File: config.mk
export PLATFORM = sky130hd
export DESIGN_NAME = vga_timing_gen_flat
export DESIGN_NICKNAME = d
export VERILOG_FILES = /design/src/rtl/vga_timing_gen_if.sv /design/src/rtl/vga_timing_gen.sv /design/src/flat_wrapper.sv
export SDC_FILE = /design/constraint.sdc
export NUM_CORES = 1
export LEC_CHECK = 0
export BUFFER_PORTS_ARGS = -buffer_cell sky130_fd_sc_hd__buf_2
export CAP_MARGIN = 20
export CORE_MARGIN = 3
export CORE_UTILIZATION = 30
export DETAILED_ROUTE_END_ITERATION = 8
export GPL_TIMING_DRIVEN = 0
export PLACE_DENSITY = 0.56
export SETUP_SLACK_MARGIN = 0.1
export SLEW_MARGIN = 10
export SYNTH_ARGS = -nofsm -noshare
export SYNTH_HDL_FRONTEND = slang
export SYNTH_SLANG_ARGS = --single-unit
File: constraint.sdc
create_clock -name vga_clk -period 3.86 [get_ports vga_clk]
set_clock_uncertainty 0.2 [all_clocks]
set_input_delay 0.193 -clock vga_clk [delete_from_list [all_inputs] [get_ports vga_clk]]
set_output_delay 0.193 -clock vga_clk [all_outputs]
set_load 0.005 [all_outputs]
File: src/rtl/vga_timing_gen_if.sv
// ============================================================================
// Module      : vga_timing_gen_if
// Description : Signal bundle between the VGA timing generator and its
//               consumers (renderer, frame logic).
//               Ports / members:
//                 pixel_en      consumer -> generator, advance enable
//                 DrawX, DrawY  current pixel position (10 bits each)
//                 hs, vs        active-low horizontal / vertical sync
//                 blank         1 = visible pixel
//                 sync          composite sync (always 0)
//                 frame_start   one-cycle pulse on entry to (0,0)
//                 vblank_start  one-cycle pulse on entry to (0,V_VISIBLE)
//                 frame_count   completed-frame counter (16 bits)
//               Modport master is the generator side; slave is the consumer.
// Revision    : 1.0 - initial release
// ============================================================================
`default_nettype none

interface vga_timing_gen_if;
  logic        pixel_en;
  logic [9:0]  DrawX;
  logic [9:0]  DrawY;
  logic        hs;
  logic        vs;
  logic        blank;
  logic        sync;
  logic        frame_start;
  logic        vblank_start;
  logic [15:0] frame_count;

  modport master (
    input  pixel_en,
    output DrawX, DrawY, hs, vs, blank, sync,
    output frame_start, vblank_start, frame_count
  );

  modport slave (
    output pixel_en,
    input  DrawX, DrawY, hs, vs, blank, sync,
    input  frame_start, vblank_start, frame_count
  );
endinterface

`default_nettype wire

File: src/rtl/vga_timing_gen.sv
// ============================================================================
// Module      : vga_timing_gen
// Description : VGA raster timing generator. Walks a pixel position across
//               an H_TOTAL x V_TOTAL raster one step per enabled clock and
//               produces sync, blanking, frame markers and a frame counter.
//               Ports:
//                 vga_clk   sole clock, rising edge
//                 reset_n   synchronous active-low reset
//                 vif       vga_timing_gen_if.master (pixel_en in, timing out)
// Revision    : 1.0 - initial release
// ============================================================================
`default_nettype none

module vga_timing_gen #(
  parameter int H_VISIBLE = 640,
  parameter int H_FP      = 16,
  parameter int H_SYNC    = 96,
  parameter int H_BP      = 48,
  parameter int V_VISIBLE = 480,
  parameter int V_FP      = 10,
  parameter int V_SYNC    = 2,
  parameter int V_BP      = 33
) (
  input  logic                   vga_clk,
  input  logic                   reset_n,
  vga_timing_gen_if.master       vif
);

  localparam int c_h_total = H_VISIBLE + H_FP + H_SYNC + H_BP;
  localparam int c_v_total = V_VISIBLE + V_FP + V_SYNC + V_BP;

  // All boundaries pre-sized to the counter width so every compare is 10-bit.
  localparam logic [9:0] c_h_last     = 10'(c_h_total - 1);
  localparam logic [9:0] c_v_last     = 10'(c_v_total - 1);
  localparam logic [9:0] c_h_vis      = 10'(H_VISIBLE);
  localparam logic [9:0] c_v_vis      = 10'(V_VISIBLE);
  localparam logic [9:0] c_v_vis_last = 10'(V_VISIBLE - 1);
  localparam logic [9:0] c_hs_start   = 10'(H_VISIBLE + H_FP);
  localparam logic [9:0] c_hs_end     = 10'(H_VISIBLE + H_FP + H_SYNC);
  localparam logic [9:0] c_vs_start   = 10'(V_VISIBLE + V_FP);
  localparam logic [9:0] c_vs_end     = 10'(V_VISIBLE + V_FP + V_SYNC);

  logic [9:0]  r_x;
  logic [9:0]  r_y;
  logic        r_hs;
  logic        r_vs;
  logic        r_blank;
  logic        r_frame_start;
  logic        r_vblank_start;
  logic [15:0] r_frame_count;

  logic [9:0]  w_next_x;
  logic [9:0]  w_next_y;
  logic        w_h_wrap;
  logic        w_v_wrap;
  logic        w_frame_adv;
  logic        w_vblank_adv;
  logic        w_hs_n;
  logic        w_vs_n;
  logic        w_blank;

  // Next-position logic. Sync/blank decode is taken from the next position so
  // the registered decode lines up with the registered counters it describes.
  always_comb begin
    w_next_x     = r_x;
    w_next_y     = r_y;
    w_h_wrap     = (r_x == c_h_last);
    w_v_wrap     = (r_y == c_v_last);
    w_frame_adv  = vif.pixel_en && w_h_wrap && w_v_wrap;
    w_vblank_adv = vif.pixel_en && w_h_wrap && (r_y == c_v_vis_last);

    if (vif.pixel_en) begin
      if (w_h_wrap) begin
        w_next_x = '0;
        if (w_v_wrap) begin
          w_next_y = '0;
        end else begin
          w_next_y = r_y + 10'd1;
        end
      end else begin
        w_next_x = r_x + 10'd1;
      end
    end

    w_hs_n  = !((w_next_x >= c_hs_start) && (w_next_x < c_hs_end));
    w_vs_n  = !((w_next_y >= c_vs_start) && (w_next_y < c_vs_end));
    w_blank = (w_next_x < c_h_vis) && (w_next_y < c_v_vis);
  end

  always_ff @(posedge vga_clk) begin
    if (!reset_n) begin
      r_x            <= '0;
      r_y            <= '0;
      r_hs           <= 1'b1;
      r_vs           <= 1'b1;
      r_blank        <= 1'b0;
      r_frame_start  <= 1'b0;
      r_vblank_start <= 1'b0;
      r_frame_count  <= '0;
    end else begin
      r_x            <= w_next_x;
      r_y            <= w_next_y;
      r_hs           <= w_hs_n;
      r_vs           <= w_vs_n;
      r_blank        <= w_blank;
      // Pulses come only from an actual advance into the marker position, so
      // sitting on (0,0) with pixel_en low or leaving reset never fires them.
      r_frame_start  <= w_frame_adv;
      r_vblank_start <= w_vblank_adv;
      if (w_frame_adv) begin
        r_frame_count <= r_frame_count + 16'd1;
      end
    end
  end

  assign vif.DrawX        = r_x;
  assign vif.DrawY        = r_y;
  assign vif.hs           = r_hs;
  assign vif.vs           = r_vs;
  assign vif.blank        = r_blank;
  assign vif.sync         = 1'b0;
  assign vif.frame_start  = r_frame_start;
  assign vif.vblank_start = r_vblank_start;
  assign vif.frame_count  = r_frame_count;

endmodule

`default_nettype wire

File: src/flat_wrapper.sv
// flat-port wrapper written by rule: the top's interface ports become plain ports
module vga_timing_gen_flat 
#(
  parameter int H_VISIBLE = 640,
  parameter int H_FP      = 16,
  parameter int H_SYNC    = 96,
  parameter int H_BP      = 48,
  parameter int V_VISIBLE = 480,
  parameter int V_FP      = 10,
  parameter int V_SYNC    = 2,
  parameter int V_BP      = 33
)
  (vga_clk, reset_n, vif_pixel_en, vif_DrawX, vif_DrawY, vif_hs, vif_vs, vif_blank, vif_sync, vif_frame_start, vif_vblank_start, vif_frame_count);
  vga_timing_gen_if vif_i ();
  input  logic vga_clk;
  input  logic reset_n;
  input wire logic [$bits(vif_i.pixel_en)-1:0] vif_pixel_en;
  output wire logic [$bits(vif_i.DrawX)-1:0] vif_DrawX;
  output wire logic [$bits(vif_i.DrawY)-1:0] vif_DrawY;
  output wire logic [$bits(vif_i.hs)-1:0] vif_hs;
  output wire logic [$bits(vif_i.vs)-1:0] vif_vs;
  output wire logic [$bits(vif_i.blank)-1:0] vif_blank;
  output wire logic [$bits(vif_i.sync)-1:0] vif_sync;
  output wire logic [$bits(vif_i.frame_start)-1:0] vif_frame_start;
  output wire logic [$bits(vif_i.vblank_start)-1:0] vif_vblank_start;
  output wire logic [$bits(vif_i.frame_count)-1:0] vif_frame_count;
  assign vif_i.pixel_en = vif_pixel_en;
  assign vif_DrawX = vif_i.DrawX;
  assign vif_DrawY = vif_i.DrawY;
  assign vif_hs = vif_i.hs;
  assign vif_vs = vif_i.vs;
  assign vif_blank = vif_i.blank;
  assign vif_sync = vif_i.sync;
  assign vif_frame_start = vif_i.frame_start;
  assign vif_vblank_start = vif_i.vblank_start;
  assign vif_frame_count = vif_i.frame_count;
  vga_timing_gen #(.H_VISIBLE(H_VISIBLE), .H_FP(H_FP), .H_SYNC(H_SYNC), .H_BP(H_BP), .V_VISIBLE(V_VISIBLE), .V_FP(V_FP), .V_SYNC(V_SYNC), .V_BP(V_BP)) u_core (.vga_clk(vga_clk), .reset_n(reset_n), .vif(vif_i));
endmodule
==> results of run 1 <==
==> layout make-up <==
type                       instances  area [um2]
clock buffer                       8        80.1
timing repair buffer              43         220
multi-input combinational        171        1050
buffer                            10        51.3
tap                               75        93.8
inverter                          11        41.3
fill                             641        3770
sequential                        41         821
==> cell usage in the layout (no fill, tap or decap), drive strengths merged, types with 2 or more instances in the layout <==
master  Yosys  routed
and3        5       5
mux2i       2       2
nor2       27      27
xor2        6       6
ha          4       4
nor2b       2       2
inv        11      11
dfxtp      41      41
clkbuf      6      14
o211ai      2       2
nand2      15      15
and4        3       3
or3         8       8
xnor2      14      14
nor4        6       6
o31ai       2       2
a21oi      15      15
nor3        8       8
nand4       9       9
or4         5       5
a21o        2       2
o21ai      10      10
nand3      12      12
o2111a      2       2
buf         4      46
==> sequential cells by signal (all words and copies together), names as in the netlist <==
| register | cells |
|---|---|
| u_core.vif.DrawY | 10 |
| u_core.vif.vblank_start | 1 |
| u_core.vif.vs | 1 |
| u_core.vif.blank | 1 |
| u_core.vif.hs | 1 |
| u_core.vif.DrawX | 10 |
| u_core.vif.frame_count | 16 |
| u_core.vif.frame_start | 1 |
==> synthesized netlist by cell type, types with 3 or more instances <==
cell and count:
nand4_1 9, or3_1 7, nand2_1 15, or4_1 4, nand3_1 12, ha_1 4, clkbuf_1 6, xnor2_1 14
xor2_1 6, inv_1 11, dfxtp_1 41, nor2_1 27, and3_1 5, a21oi_1 15, nor4_1 6, o21ai_0 8
nor3_1 8, and4_1 3
==> layer usage <==
metal  vias up  part of all wire [%]  routed length [um]
met4         0                   1.8                  85
met5         -                     0                   0
met1       817                    50                2320
li1        930                     -                   -
met2        38                    44                2060
met3         8                   4.1                 190
==> power by group <==
| part | internal (W) | switching (W) | leakage, nW |
|---|---|---|---|
| Clock | 0.000129 | 0.000143 | 0.0395 |
| Combinational | 0.0000102 | 0.0000156 | 0.534 |
| Sequential | 0.000426 | 0.00000448 | 0.331 |
==> through the flow <==
| step | total power [W] | util, % | instance area (um2) | worst slack (ns) | hold slack, ns |
|---|---|---|---|---|---|
| after floorplan | 0.000456 | - | 1970 | 1.05 | 0.111 |
| after global placement | 0.000466 | 37.0 | 2270 | 0.936 | 0.266 |
| after detailed placement | 0.000466 | 37.0 | 2270 | 0.903 | 0.280 |
| after CTS | 0.000741 | 38.5 | 2360 | 0.894 | 0.0360 |
| after global routing | 0.000762 | 38.5 | 2360 | 0.772 | 0.0626 |
| final | 0.000728 | 38.5 | 2360 | 0.909 | 0.0484 |
==> path summary, 6_finish.rpt <==
| kind | end | slack, ns | from | cells past startpoint |
|---|---|---|---|---|
| max | u_core.vif.frame_count[13]$_SDFFE_PN0P_ | 0.91 | u_core.vif.DrawX[0]$_SDFF_PN0_ | 8 |
| min | u_core.vif.DrawX[1]$_SDFF_PN0_ | 0.05 | vif_pixel_en | 3 |
| max reg2reg | u_core.vif.frame_count[13]$_SDFFE_PN0P_ | 0.91 | u_core.vif.DrawX[0]$_SDFF_PN0_ | 8 |
| min reg2reg | u_core.vif.frame_count[15]$_SDFFE_PN0P_ | 0.29 | u_core.vif.frame_count[15]$_SDFFE_PN0P_ | 2 |
==> worst max-delay path: cells and delay by family, from the launching register on <==
kind / cells / cell delay, ns
fa+ha+maj: 1 / 0.19
simple gates: 4 / 1.67
compound gates: 1 / 0.07
flops: 1 / 0.41
buf+inv: 2 / 0.33
==> kinds of logic (layout without fill, tap and decap cells) <==
group / Yosys count / in the layout / share of synthesized area, %
flops: 41 / 41 / 41.8
mux: 2 / 2 / 1.02
compound gates: 38 / 38 / 11.9
fa+ha+maj: 4 / 4 / 2.55
other cells: 1 / 1 / 0.191
simple gates: 106 / 106 / 29.0
buf+inv: 21 / 72 / 4.71
xor+xnor: 20 / 20 / 8.91
==> timing repair <==
action,in CTS,in global routing
setup endpoints to repair,0,0
hold buffers,1,0
hold endpoints to repair,2,0
==> impl_metrics.toml, run 1 <==
[sta]
worst_pin_slew_ns = 0.843
finalCritPeriodShare_pct = 76.5
max-slew-margin-rel_pct = 43.3
period_needed_ns = 2.95
fmax_mhz = 339
hold_violations = 0
finalSetupTns_ns = 0
drv_slew = 0
setup_viol = 0
rsz0062_at_grt = "no"

[clock_network]
cts_tree = "done"
ctsHtreeMaxLevel = 2
clk_path_buf_depth = 2
clock-sinks = 41
clk_latency_ns = 0.29
numCtsBuffers = 5
post_cts_resized = 0
clockRootBuffer = "clkbuf_8"
post_cts_buffers = 0
clk_pin_slew_ns = 0.08

[grt]
grt_pass1_wl_um = 7710
grt_overflow = 0
grt-busiest-layer = "met2"
grt_use_met3_pct = 2.93
grtUsageMet1_pct = 17.0
grt_antenna_before_repair = 0
met2_usage_pct = 19.9
grt_max_degree = 12
groute.usage.overall_pct = 12.8
grt_pass1_vias = 1588

[setup_path]
max_stage_delay_ns = 0.56
crit_chain = "ha_1, nand2_1, or4_4, buf_6, or4_1, buf_2, or4b_1, o21ai_1"
slowest_stage = "or4_4"
crit_type = "flop to flop"
startpoint_type = "flop"
cp.arrival_ns = 2.98
endpoint_kind = "flop"
path_max_fanout = 9
crit_required_ns = 3.89

[logic_synthesis]
synth_seq_area_share_pct = 41.8
yosysTopAreaCell = "dfxtp_1"
ys_types = 42
syn_nets = 240
yosysWarningCount = 0
postSynthCellCount = 233
synth-main-ff-cell = "dfxtp_1"
yosysTopAreaCellShare_pct = 41.8
yosys_register_bits = 41
synth.top_cells.by_area = "dfxtp_1 (42%), xnor2_1 (6.2%), nor2_1 (5.2%)"
synth_edf_count = 0
syn-mean-instance-area_um2 = 8.44
async_flop_share_pct = 0
synth_area_um2 = 1970

[run]
cap_violations = 0

[worst_hold_path]
hold_path_class = "primary input to flop"

[route]
vias = 1793
drt_pass1_iterations = 4
wl_per_cell_um = 13.0
ant_nets = 0
drt-total-wl_um = 4660
post_drt_via_cell_ratio = 4.99
dr.first_iter.drc_count = 118
drc_errors = 0

[run_status]
status = "finished, final reports clean"

[placed_design]
dpl.cell_count = 350
place_congestion = 0.768
hpwl_um = 3420
numPortBuffers = 42

[die]
die_height_um = 86.9
start_util_pct = 32.1
core_region_area_um2 = 6130
die_w_um = 86.9
die_area_um2 = 7560
io_pins = 45
fp-row-count = 28

[layout]
area_growth_pct = 20.1
drive_above_1_share_pct = 18.7
layoutNonFillerInstCount = 359
insertedDiodeCount = 0
nets = 290

[pwr]
p_leak_nw = 0.905
powerDensity_nw_per_um2 = 308
vdd_drop_max_mv = 0.156
(Power assumes the default switching activity.)
==> inputs of run 2 (changes only) <==
- clock period: 3.86 -> 3.05 ns (I/O delays scaled with it)
==> impl_metrics.toml, run 2 (same netlist as run 1, synthesis figures left out) <==
[layout]
design_area_um2 = 2390
multiInputGateArea_um2 = 1060
utilization_pct = 39.0
nFillCells = 638
area_growth_pct = 21.8
largest_reg_flops = 16
layoutNonFillerInstCount = 362
drive_above_1_share_pct = 20.2
insertedDiodeCount = 0
nets = 293
final_common_cell = "buf_2"
final_cell_mix = "buf_2 (44), dfxtp_1 (40), nor2_1 (27)"
ff_latch_area_um2 = 822

[die]
die_height_um = 86.9
core_region_area_um2 = 6130
io_pins = 45
start_util_pct = 32.1
fp-row-count = 28
die_area_um2 = 7560
die_w_um = 86.9

[setup_path]
startpoint_type = "flop"
worst-path-buf-inv = 2
crit_required_ns = 3.08
path_max_fanout = 9
max_stage_delay_ns = 0.54
slowest_stage = "or4_4"
crit_chain = "ha_1, nand2_2, or4_4, buf_6, or4_1, buf_2, or4b_1, o21ai_1"
endpoint_kind = "flop"
worstRegToRegCells = 8
reg2reg_slack_ns = 0.17
cp.arrival_ns = 2.91
regToRegEndpoint = "u_core.vif.frame_count[13]$_SDFFE_PN0P_"
cp_top_family = "simple AND/OR/NAND/NOR gates"
crit_type = "flop to flop"
r2r-start = "u_core.vif.DrawX[1]$_SDFF_PN0_"

[worst_hold_path]
hold_path_class = "flop to flop"
whs_path_depth = 2
worstHoldStart = "u_core.vif.frame_count[15]$_SDFFE_PN0P_"
holdPathEnd = "u_core.vif.frame_count[15]$_SDFFE_PN0P_"

[placed_design]
place_congestion = 0.768
place_area_um2 = 2270
dpl.cell_count = 350
hpwl_um = 3420
numPortBuffers = 42

[grt]
grt_max_degree = 12
grt_antenna_before_repair = 0
grt_pass1_wl_um = 7740
grt_pass1_vias = 1598
groute.usage.overall_pct = 12.8
grt_overflow = 0

[clock_network]
cts_tree = "done"
clk_latency_ns = 0.29
clk_pin_slew_ns = 0.08
clockRootBuffer = "clkbuf_8"
numCtsBuffers = 5
clock-sinks = 41
ctsHtreeMaxLevel = 2
clk_path_buf_depth = 2

[route]
vias = 1814
drt_pass1_iterations = 4
drc_errors = 0
wl_per_cell_um = 13.0
ant_nets = 0
drt-total-wl_um = 4700
dr.first_iter.drc_count = 107
post_drt_via_cell_ratio = 5.01

[pwr]
vdd_drop_max_mv = 0.197
p_leak_nw = 0.918
total_power_w = 0.000923
powerDensity_nw_per_um2 = 386

[sta]
period_needed_ns = 2.88
drv_slew = 0
finalSetupTns_ns = 0
hold_violations = 0
rsz0062_at_grt = "yes"
max-slew-margin-rel_pct = 43.6
fmax_mhz = 348
finalCritPeriodShare_pct = 94.3
worst_pin_slew_ns = 0.838
setup_viol = 0

[run_status]
status = "finished, final reports clean"

[run]
cap_violations = 0
## run 2: stage by stage
step / hold slack [ns] / setup WS (ns)
6_report: 0.294 / 0.174
4_1_cts: 0.291 / 0.106
5_1_grt: 0.318 / 0.0330
3_3_place_gp: 0.264 / 0.126
3_5_place_dp: 0.261 / 0.0932
2_1_floorplan: 0.0703 / 0.241
## run 2: metal layers
layer	up-vias	part of all wire, %	GRT usage (%)
met2	47	44	20.0
met1	824	50	17.0
met3	6	4.5	2.93
li1	937	-	-
met5	-	0	0
met4	0	1.6	5.24
## run 2: tightest hold or removal path, stage by stage, from the launching register on
cell and delay (ns):
dfxtp_1 0.32, o21ai_0 0.07, a21oi_1 0.06
## run 2: what timing repair did
item,CTS,global route
resized for setup,1,2
buffers inserted,0,2
setup endpoints to repair,1,11
pin swaps,0,1
hold buffers,2,0
hold endpoints to repair,6,0
## run 2: report_power, final
part / switching [W] / total, W / internal, W
clock: 0.000180 / 0.000343 / 0.000163
combinational: 0.0000201 / 0.0000340 / 0.0000139
sequential: 0.00000582 / 0.000546 / 0.000540
total: 0.000206 / 0.000923 / 0.000717
## run 2: worst max path at each step
stage                              startpoint                                      end  slack (ns)  depth (start not counted)
2_1_floorplan  u_core.vif.DrawX[0]$_SDFF_PN0_  u_core.vif.frame_count[13]$_SDFFE_PN0P_        0.24                          8
3_3_place_gp   u_core.vif.DrawX[0]$_SDFF_PN0_  u_core.vif.frame_count[12]$_SDFFE_PN0P_        0.13                          7
3_5_place_dp   u_core.vif.DrawX[0]$_SDFF_PN0_  u_core.vif.frame_count[13]$_SDFFE_PN0P_        0.09                          8
4_1_cts        u_core.vif.DrawX[1]$_SDFF_PN0_  u_core.vif.frame_count[13]$_SDFFE_PN0P_        0.11                          8
5_1_grt        u_core.vif.DrawX[1]$_SDFF_PN0_   u_core.vif.frame_count[8]$_SDFFE_PN0P_        0.03                          6
6_report       u_core.vif.DrawX[1]$_SDFF_PN0_  u_core.vif.frame_count[13]$_SDFFE_PN0P_        0.17                          8
## run 2: area by class of cell
class	count	area share (%)
buffer	10	2.14
clock buffer	8	3.35
inverter	11	1.73
multi-input combinational	171	44.3
sequential	41	34.3
tap	75	3.92
timing repair buffer	46	10.2
